<file path="config.mk">
export PLATFORM = sky130hd
export DESIGN_NAME = rt_pixel_sink
export DESIGN_NICKNAME = d
export VERILOG_FILES = /design/src/rtl/rt_pixel_sink.sv
export SDC_FILE = /design/constraint.sdc
export NUM_CORES = 1
export LEC_CHECK = 0
export ABC_AREA = 1
export ABC_CLOCK_PERIOD_IN_PS = 2480
export BUFFER_PORTS_ARGS = -buffer_cell sky130_fd_sc_hd__buf_4
export CORE_MARGIN = 2
export CORE_UTILIZATION = 30
export DETAILED_ROUTE_END_ITERATION = 6
export PLACE_DENSITY = 0.54
export SYNTH_ARGS = -nofsm -noshare
export SYNTH_HDL_FRONTEND = slang
export SYNTH_SLANG_ARGS = --single-unit
export TNS_END_PERCENT = 10
</file>
<file path="constraint.sdc">
create_clock -name clk -period 2.48 [get_ports clk]
set_input_delay 0.372 -clock clk [delete_from_list [all_inputs] [get_ports clk]]
set_output_delay 0.372 -clock clk [all_outputs]
set_load 0.1 [all_outputs]
</file>
<file path="src/rtl/rt_pixel_sink.sv">
// rt_pixel_sink
//   Last stage of the ray-tracing pipeline. Finished pixel colours are
//   pushed into an elastic FIFO (no ready towards the shader; the
//   controller is throttled through `stall`). They leave the block as an
//   AXI4-Stream video frame. tuser marks the first pixel of the frame and
//   tlast marks the last pixel of each line. Framing is derived from the
//   output-side x/y counters.
//
// Ports
//   clk, resetn        clock, asynchronous active-low reset
//   start              begin a frame (IDLE only, W and H must be non-zero)
//   image_width/height frame geometry, latched on an accepted start
//   in_valid, in_rgb   pixel stream from the shading pipeline
//   stall              freeze request to the controller
//   m_axis_*           AXI4-Stream video output, tdata packed {R,G,B}
//   busy               frame in progress
//   frame_done         one-cycle pulse after the final beat of the frame
//   overflow           sticky: a pixel was dropped or arrived past W*H
module rt_pixel_sink #(
   parameter int COORDINATE_BITS = 12,
   parameter int COLOR_BITS      = 8,
   parameter int FIFO_DEPTH      = 16,
   parameter int STALL_MARGIN    = 6
) (
   input  logic                       clk,
   input  logic                       resetn,
   input  logic                       start,
   input  logic [COORDINATE_BITS-1:0] image_width,
   input  logic [COORDINATE_BITS-1:0] image_height,
   input  logic                       in_valid,
   input  logic [3*COLOR_BITS-1:0]    in_rgb,
   output logic                       stall,
   output logic [3*COLOR_BITS-1:0]    m_axis_tdata,
   output logic                       m_axis_tvalid,
   input  logic                       m_axis_tready,
   output logic                       m_axis_tuser,
   output logic                       m_axis_tlast,
   output logic                       busy,
   output logic                       frame_done,
   output logic                       overflow
);

   localparam int PIX_W = 3 * COLOR_BITS;
   localparam int PTR_W = $clog2(FIFO_DEPTH);
   localparam int CNT_W = $clog2(FIFO_DEPTH + 1);
   localparam int TOT_W = 2 * COORDINATE_BITS;

   localparam logic [CNT_W-1:0] FULL_LEVEL  = CNT_W'(FIFO_DEPTH);
   localparam logic [CNT_W-1:0] STALL_LEVEL = CNT_W'(FIFO_DEPTH - STALL_MARGIN);

   typedef enum logic {
      S_IDLE,
      S_ACTIVE
   } state_t;

   state_t state_q;
   state_t state_d;

   logic [PIX_W-1:0]           mem [FIFO_DEPTH];
   logic [PTR_W-1:0]           wr_ptr;
   logic [PTR_W-1:0]           rd_ptr;
   logic [CNT_W-1:0]           count;

   logic [COORDINATE_BITS-1:0] w_q;
   logic [COORDINATE_BITS-1:0] h_q;
   logic [TOT_W-1:0]           total_q;
   logic [COORDINATE_BITS-1:0] w_last;
   logic [COORDINATE_BITS-1:0] h_last;
   logic [COORDINATE_BITS-1:0] x_out;
   logic [COORDINATE_BITS-1:0] y_out;
   logic [TOT_W-1:0]           in_cnt;

   logic active;
   logic start_ok;
   logic pop;
   logic push;
   logic full;
   logic frame_full;
   logic drop;
   logic late;
   logic last_beat;

   assign active     = (state_q == S_ACTIVE);
   assign start_ok   = (state_q == S_IDLE) && start &&
                       (image_width != '0) && (image_height != '0);
   assign full       = (count == FULL_LEVEL);
   assign w_last     = w_q - COORDINATE_BITS'(1);
   assign h_last     = h_q - COORDINATE_BITS'(1);

   assign m_axis_tvalid = active && (count != '0);
   assign pop           = m_axis_tvalid && m_axis_tready;
   // A full FIFO still accepts a pixel when a slot frees in the same cycle.
   assign push          = in_valid && active && (!full || pop);
   assign drop          = in_valid && !push;
   // Every pixel beyond W*H in this frame is flagged, even if it is stored.
   assign frame_full    = (in_cnt == total_q);
   assign late          = in_valid && active && frame_full;
   assign last_beat     = pop && (x_out == w_last) && (y_out == h_last);

   // Read side comes straight from storage: data, and with it the framing,
   // stays put while the consumer holds off.
   assign m_axis_tdata  = mem[rd_ptr];
   assign m_axis_tuser  = m_axis_tvalid && (x_out == '0) && (y_out == '0);
   assign m_axis_tlast  = m_axis_tvalid && (x_out == w_last);

   // Threshold leaves STALL_MARGIN slots for pixels already in the RGU.
   assign stall = (count >= STALL_LEVEL);
   assign busy  = active;

   // ---- state register ----
   always_ff @(posedge clk or negedge resetn) begin
      if (!resetn) begin
         state_q <= S_IDLE;
      end else begin
         state_q <= state_d;
      end
   end

   always_comb begin
      state_d = state_q;
      case (state_q)
         S_IDLE:   if (start_ok)  state_d = S_ACTIVE;
         S_ACTIVE: if (last_beat) state_d = S_IDLE;
         default:  state_d = S_IDLE;
      endcase
   end

   // ---- FIFO control, output counters, status flags ----
   always_ff @(posedge clk or negedge resetn) begin
      if (!resetn) begin
         wr_ptr     <= '0;
         rd_ptr     <= '0;
         count      <= '0;
         x_out      <= '0;
         y_out      <= '0;
         in_cnt     <= '0;
         overflow   <= 1'b0;
         frame_done <= 1'b0;
      end else begin
         frame_done <= last_beat;

         if (push) wr_ptr <= wr_ptr + PTR_W'(1);
         if (pop)  rd_ptr <= rd_ptr + PTR_W'(1);

         case ({push, pop})
            2'b10:   count <= count + CNT_W'(1);
            2'b01:   count <= count - CNT_W'(1);
            default: count <= count;
         endcase

         if (start_ok) begin
            x_out <= '0;
            y_out <= '0;
         end else if (pop) begin
            if (x_out == w_last) begin
               x_out <= '0;
               y_out <= y_out + COORDINATE_BITS'(1);
            end else begin
               x_out <= x_out + COORDINATE_BITS'(1);
            end
         end

         if (start_ok) begin
            in_cnt <= '0;
         end else if (push && !frame_full) begin
            in_cnt <= in_cnt + TOT_W'(1);
         end

         // A drop on the start edge itself still leaves the flag set.
         if (drop || late) begin
            overflow <= 1'b1;
         end else if (start_ok) begin
            overflow <= 1'b0;
         end
      end
   end

   // ---- pixel storage and frame geometry (data only, no reset) ----
   always_ff @(posedge clk) begin
      if (push) begin
         mem[wr_ptr] <= in_rgb;
      end
      if (start_ok) begin
         w_q     <= image_width;
         h_q     <= image_height;
         total_q <= TOT_W'(image_width) * TOT_W'(image_height);
      end
   end

endmodule

</file>
==> impl_metrics.py, run 1 <==
metrics = {
    "synth": {
        "syn_area_mm2": 0.02689,
        "synthMuxAreaShare_pct": 3.610,
        "synth_largest_area_cell": "edfxtp_1",
        "synth_cells": 2532,
        "synth_top_family_by_area": "simple AND/OR/NAND/NOR gates",
        "synthAdderAreaFrac_pct": 11.10,
        "yosys.area.top_type_share_pct": 48.23,
        "synth_compound_area_share_pct": 8.002,
        "synth_xor_area_share_pct": 3.322,
        "synthSimpleGateAreaFrac_pct": 12.49,
        "ys_seq_elements": 496,
        "yosysUniqueCellTypes": 40,
        "async_reset_ff_share_pct": 12.90,
        "synth_fp_nets": 2763,
        "seq_area_frac_synth_pct": 54.19,
        "synth_area_leaders": "edfxtp_1 (48%), fa_1 (7.5%), dfrtp_1 (6.0%)",
        "synth_edf_count": 432,
        "avgSynthCellArea_um2": 10.62,
        "yosysWarningCount": 0,
        "synthFlopType": "edfxtp_1",
    },
    "routing": {
        "drt-total-wl_um": 67490,
        "drt-pass1-iter-count": 5,
        "viasPerCell": 4.615,
        "num_vias": 18293,
        "drc": 0,
        "antenna_left": 0,
        "drtIter0Drc": 1101,
        "post_drt_wl_per_cell_um": 17.03,
    },
    "final_layout": {
        "utilization_pct": 37.51,
        "register_area_mm2": 0.01459,
        "drive_gt1_share_pct": 18.33,
        "fin_area_mm2": 0.03326,
        "syn_to_final_growth_pct": 23.65,
        "antennaDiodeCount": 0,
        "fill_cells": 8656,
        "nets": 2986,
        "multi_input_area_mm2": 0.01103,
        "final_cells": 3964,
    },
    "cts": {
        "cts_tree": "built",
        "path_clk_slew_ps": 60,
        "cts-root-buf": "clkbuf_16",
        "numClockSinks": 496,
        "cts_made_buffers": 54,
        "insertion_delay_ps": 630,
        "h-tree-depth": 2,
        "cts_buffer_depth": 3,
    },
    "global_routing": {
        "antenna_found_initial": 3,
        "first_global_vias": 17950,
        "grtUsageTotal_pct": 14.62,
        "grt_max_degree": 65,
        "grt_pass1_wl_um": 104700,
        "grt_overflow": 0,
    },
    "floorplan": {
        "die_x_um": 303.4,
        "num_rows": 109,
        "initial_core_util_pct": 30.34,
        "io_pins": 84,
        "dieArea_mm2": 0.09206,
        "die_h_um": 303.4,
        "core-area_mm2": 0.08865,
    },
    "critical_path": {
        "worstSetupPathType": "in -> reg",
        "worstPathArrival_ps": 4310,
        "worstSetupStartpointType": "primary input",
        "required_ps": 2810,
        "path_max_fanout": 8,
        "cp-end-kind": "flop",
    },
    "power": {
        "swShare_pct": 42.13,
        "power.share.clock_pct": 19.9,
        "ir_worst_vdd_uv": 1035,
        "seqPwrFrac_pct": 26.7,
        "leakage_uw": 0.01384,
        "powerDensity_mw_per_mm2": 1209,
        "netSwitchingPower_uw": 16940,
        "power.internal_uw": 23270,
        "p_comb_share_pct": 53.4,
    },
    "placed_design": {
        "gp_congestion": 0.8302,
        "dpl_cell_area_mm2": 0.03070,
        "pre_cts_slack_ps": -2146,
        "hpwlAfterDp_um": 44710,
        "io_buffers": 83,
        "dp_cells": 3852,
    },
    "timing": {
        "tightestPinTransition_ps": 583.6,
        "slew_viol_final": 0,
        "fin_ws_ps": -1496,
        "setup_viol": 45,
        "rsz0062_at_grt": "yes",
        "clock_skew_ps": 58.79,
        "finalCritPeriodShare_pct": 160.3,
        "slew-limit-headroom_pct": 60.79,
        "fmax_mhz": 251.5,
        "period_minus_slack_ps": 3976,
        "hold_viol_final": 0,
    },
    "job": {
        "drv_cap": 0,
    },
    "outcome": {
        "violations": "setup timing",
        "status": "complete, but fails checks",
    },
    "min_path": {
        "hold_path.class": "in -> reg",
    },
}
worst paths after layout:
kind | from | to | slack [ps] | cells after the start
min | in_rgb[15] | mem[13][15] | 40 | 1
min reg2reg | count[0] | count[0] | 540 | 1
min in group asynchronous | resetn | x_out[2] | 290 | 2
max in group asynchronous | resetn | y_out[0] | 1610 | 3
max reg2reg | count[0] | count[4] | 200 | 12
max | image_width[8] | total_q[22] | -1500 | 18
cells in the mapped netlist (2+ instances only):
cell and instances:
xnor2_1 51, fa_1 101, edfxtp_1 432, nand3b_1 15
o21bai_1 3, a21o_1 3, nand3_2 2, buf_2 22
a31oi_1 3, nor2_2 5, nand4_1 27, dfrtp_1 64
buf_6 2, nand2_2 5, xor2_1 51, nor3_1 21
a21oi_1 118, nor4_1 13, mux2i_1 97, buf_1 9
o21ai_0 145, inv_2 4, a221oi_1 2, clkbuf_2 3
nand2_1 425, inv_1 388, clkbuf_1 81, ha_1 77
nand2_4 3, nor2_1 109, o211ai_1 98, nand3_1 145
cell families (layout without fill, tap and decap cells):
family	after synthesis	after routing
AO/OA/AOI/OAI	375	375
XOR/XNOR	102	102
adder cells (fa/ha/maj)	178	178
buffers and inverters	510	777
flip-flops	496	496
multiplexers	97	97
AND/OR/NAND/NOR	774	774
cell usage in the layout, fill, tap and decap left out, types with 10 or more instances in the layout:
| cell type | instances |
|---|---|
| nor4_1 | 11 |
| clkbuf_16 | 57 |
| buf_4 | 200 |
| inv_2 | 23 |
| nand4_1 | 27 |
| fa_1 | 94 |
| nor2_4 | 21 |
| o211ai_1 | 98 |
| mux2i_1 | 97 |
| buf_12 | 44 |
| dfrtp_1 | 59 |
| nand2_4 | 12 |
| nand3_1 | 142 |
| xor2_1 | 51 |
| buf_6 | 20 |
| nand2_2 | 28 |
| xnor2_1 | 51 |
| nand3b_1 | 15 |
| edfxtp_1 | 432 |
| inv_1 | 369 |
| a21oi_1 | 104 |
| nand2_1 | 393 |
| ha_4 | 13 |
| ha_1 | 60 |
| nor2_2 | 10 |
| o21ai_0 | 131 |
| nor2_1 | 84 |
| buf_8 | 13 |
| clkbuf_1 | 18 |
| nor3_1 | 20 |
power groups by stage:
stage / Sequential [uW] / Clock (uW) / Combinational (uW)
final: 10700 / 8010 / 21500
after global routing: 10800 / 8570 / 23300
after CTS: 10700 / 8220 / 20500
after detailed placement: 10900 / 0 / 19500
after global placement: 10900 / 0 / 19400
after floorplan: 10700 / 0 / 13200
registers in the layout, summed over array words and instances (netlist names):
name        count
mem           384
in_cnt         24
total_q        24
h_q            12
w_q            12
x_out          12
y_out          12
count           5
rd_ptr          4
wr_ptr          4
busy            1
frame_done      1
overflow        1
layer usage:
metal	track usage (%)	vias up	wire [um]
met3	2.335	68	3336
met5	0	-	31
met4	3.046	6	1141
met1	20.07	8901	31130
met2	24.42	333	31850
li1	-	8985	-
final cells by class:
cell class | instances | area share, %
Sequential cell | 496 | 43.86
Tap cell | 1165 | 4.383
Inverter | 393 | 4.440
Timing Repair Buffer | 284 | 8.774
Clock inverter | 26 | 1.016
Multi-Input combinational cell | 1526 | 33.18
Clock buffer | 74 | 4.349
per-stage QoR:
stage	total power, uW	setup TNS [ps]	hold slack, ps
after detailed placement	30350	-36420	401.2
after global routing	42740	-34570	21.22
after floorplan	23960	-153350	76.41
after global placement	30340	-35920	404.6
after CTS	39490	-29160	7.035
final	40220	-28630	40.46
critical path: stages:
cell and delay, ps:
buf_4 160, nand2_1 60, inv_1 50, fa_1 550
fa_1 450, fa_1 490, fa_1 520, inv_2 40
fa_1 500, inv_2 50, ha_4 160, a21oi_4 190
o21bai_1 90, a221oi_1 270, buf_4 160, nand3_1 60
nand2_1 70, nand2_1 50
what timing repair did:
item	in CTS	in global routing
cloned	0	3
setup buffers	3	2
setup endpoints to repair	45	46
pin swaps	22	26
hold buffers	4	0
resized for setup	97	72
hold endpoints to repair	78	0
No activity file was read; power rests on OpenSTA's default activity.
==> inputs of run 2 (changes only) <==
- REMOVE_ABC_BUFFERS: default -> 1
==> impl_metrics.py, run 2 (synthesis gave the netlist of run 1 again) <==
metrics = {
    "placed_design": {
        "pre_cts_slack_ps": -2297,
        "io_buffers": 83,
        "hpwlAfterDp_um": 44390,
        "gp_congestion": 0.8352,
    },
    "min_path": {
        "min_to": "mem[5][12]",
        "hold_start": "in_rgb[12]",
        "hold_path.class": "in -> reg",
        "holdPathStages": 1,
    },
    "critical_path": {
        "cp-end-kind": "flop",
        "worstSetupPathType": "in -> reg",
        "path_max_fanout": 8,
        "required_ps": 2820,
        "rr_worst_depth": 9,
        "ff2ff_setup_slack_ps": 250,
        "worstPathArrival_ps": 4300,
        "crit_chain": "buf_8, buf_6, buf_4, nand2_1, inv_1, fa_1, fa_1, fa_1, fa_1, inv_1, fa_1, inv_1, ha_4, nand2_2, nor2_4, a21boi_2, o21ai_1, nand3_1, xnor2_1",
        "worstSetupStartpointType": "primary input",
        "cpMaxStageDelayCell": "fa_1",
        "path_common_cell": "fa_1",
        "worst_r2r_endpoint": "mem[13][17]",
        "max_stage_delay_ps": 520,
        "reg2reg_from": "count[3]",
    },
    "floorplan": {
        "initial_core_util_pct": 30.34,
        "num_rows": 109,
        "core-area_mm2": 0.08865,
        "die_x_um": 303.4,
        "dieArea_mm2": 0.09206,
        "io_pins": 84,
        "die_h_um": 303.4,
    },
    "power": {
        "leakage_uw": 0.01395,
        "powerDensity_mw_per_mm2": 1229,
        "ir_worst_vdd_uv": 1190,
    },
    "timing": {
        "period_minus_slack_ps": 3957,
        "slew_viol_final": 0,
        "hold_viol_final": 0,
        "slew-limit-headroom_pct": 56.34,
        "tightestPinTransition_ps": 650.0,
        "whs_ps": 37.20,
        "setup_viol": 45,
        "fin_ws_ps": -1477,
        "fmax_mhz": 252.7,
        "rsz0062_at_grt": "yes",
        "finalCritPeriodShare_pct": 159.6,
        "clock_skew_ps": 64.24,
    },
    "final_layout": {
        "reg_top3": "mem: 384 flops, in_cnt: 24 flops, total_q: 24 flops",
        "largest_reg_flops": 384,
        "drive_gt1_share_pct": 17.99,
        "final_common_cell": "edfxtp_1",
        "antennaDiodeCount": 0,
        "nets": 2996,
        "regMostFlops": "mem",
        "utilization_pct": 37.76,
        "layout_common_cells": "edfxtp_1 (432), nand2_1 (400), inv_1 (378)",
        "syn_to_final_growth_pct": 24.47,
    },
    "global_routing": {
        "first_global_vias": 18741,
        "use_met3_pct": 2.063,
        "antenna_found_initial": 1,
        "grtUsageMet1_pct": 19.44,
        "gr-max-usage-layer": "met2",
        "grtUsageTotal_pct": 14.67,
        "grt.met2_usage_pct": 25.13,
        "grt_pass1_wl_um": 105500,
        "grt_max_degree": 60,
        "grt_overflow": 0,
    },
    "routing": {
        "drtIter0Drc": 1250,
        "drt-pass1-iter-count": 7,
        "viasPerCell": 4.645,
        "antenna_left": 0,
        "drt-total-wl_um": 66800,
        "num_vias": 18473,
        "post_drt_wl_per_cell_um": 16.80,
        "drc": 0,
    },
    "cts": {
        "numClockSinks": 496,
        "cts_tree": "built",
        "cts_buffer_depth": 3,
        "path_clk_slew_ps": 60,
        "cts_made_buffers": 55,
        "h-tree-depth": 2,
        "insertion_delay_ps": 650,
        "cts-root-buf": "clkbuf_16",
    },
    "job": {
        "drv_cap": 0,
    },
    "outcome": {
        "violations": "setup timing",
        "status": "complete, but fails checks",
    },
}
[run 2: cell types whose count changed in the layout (fill, tap and decap cells not counted), moves of 6 or more]
cell,delta
buf_8,-7
inv_2,-10
nand2_4,-7
dlygate4sd3_1,+9
buf_12,+10
nand2_1,+7
inv_1,+9
clkbuf_1,-12
clkinv_1,+6
[run 2: metrics by stage]
stage                     TNS (ps)  power, uW  instances  area (um^2)
final                       -28120      41150       3977        33470
after global routing        -34510      43800       3977        33470
after CTS                   -29710      40770       3976        33280
after detailed placement    -39530      29420       3856        30520
after global placement      -38680      29370       3856        30520
after floorplan            -604620      21670       2415        26410
[run 2: critical path: cells and delay by family]
kind / cells / cell delay (ps)
buf+inv: 6 / 530
simple gates: 4 / 370
xor+xnor: 1 / 140
fa+ha+maj: 6 / 2610
compound gates: 2 / 290
[run 2: report_power, final]
part           leakage, uW  total (uW)  internal (uW)  switching, uW
registers          0.00474       10600          10200            405
logic              0.00827       21800           8740          13100
clock network     0.000941        8680           5160           3510
[run 2: worst max path at each step]
stage                   startpoint          endpoint  slack, ps
floorplan                rd_ptr[0]  m_axis_tdata[11]      -5110
global placement    image_width[5]       total_q[22]      -2240
detailed placement  image_width[4]       total_q[23]      -2300
CTS                 image_width[3]       total_q[20]      -1470
global route        image_width[4]       total_q[23]      -1630
finish              image_width[4]       total_q[23]      -1480
[run 2: what timing repair did]
item	CTS	global route
pin swaps	33	27
gates resized for setup	157	57
endpoints found under the setup margin	46	47
buffers inserted	4	1
cloned	0	0
hold buffers	13	0
endpoints found under the hold margin	178	0
[run 2: area by class of cell]
type,instances,area [um^2]
repair buffers,293,3035
clock inverters,43,560.5
clock buffers,61,1399
flip-flops and latches,496,14580
multi-input cells,1526,10960
fillers,8669,55170
well taps,1165,1458
inverters,393,1480
[run 2: per-layer routing]
layer / vias to the layer above / part of all wire [%]
li1: 9011 / -
met1: 9042 / 46
met2: 334 / 48
met3: 84 / 4.1
met4: 2 / 2.1
met5: - / 0.019
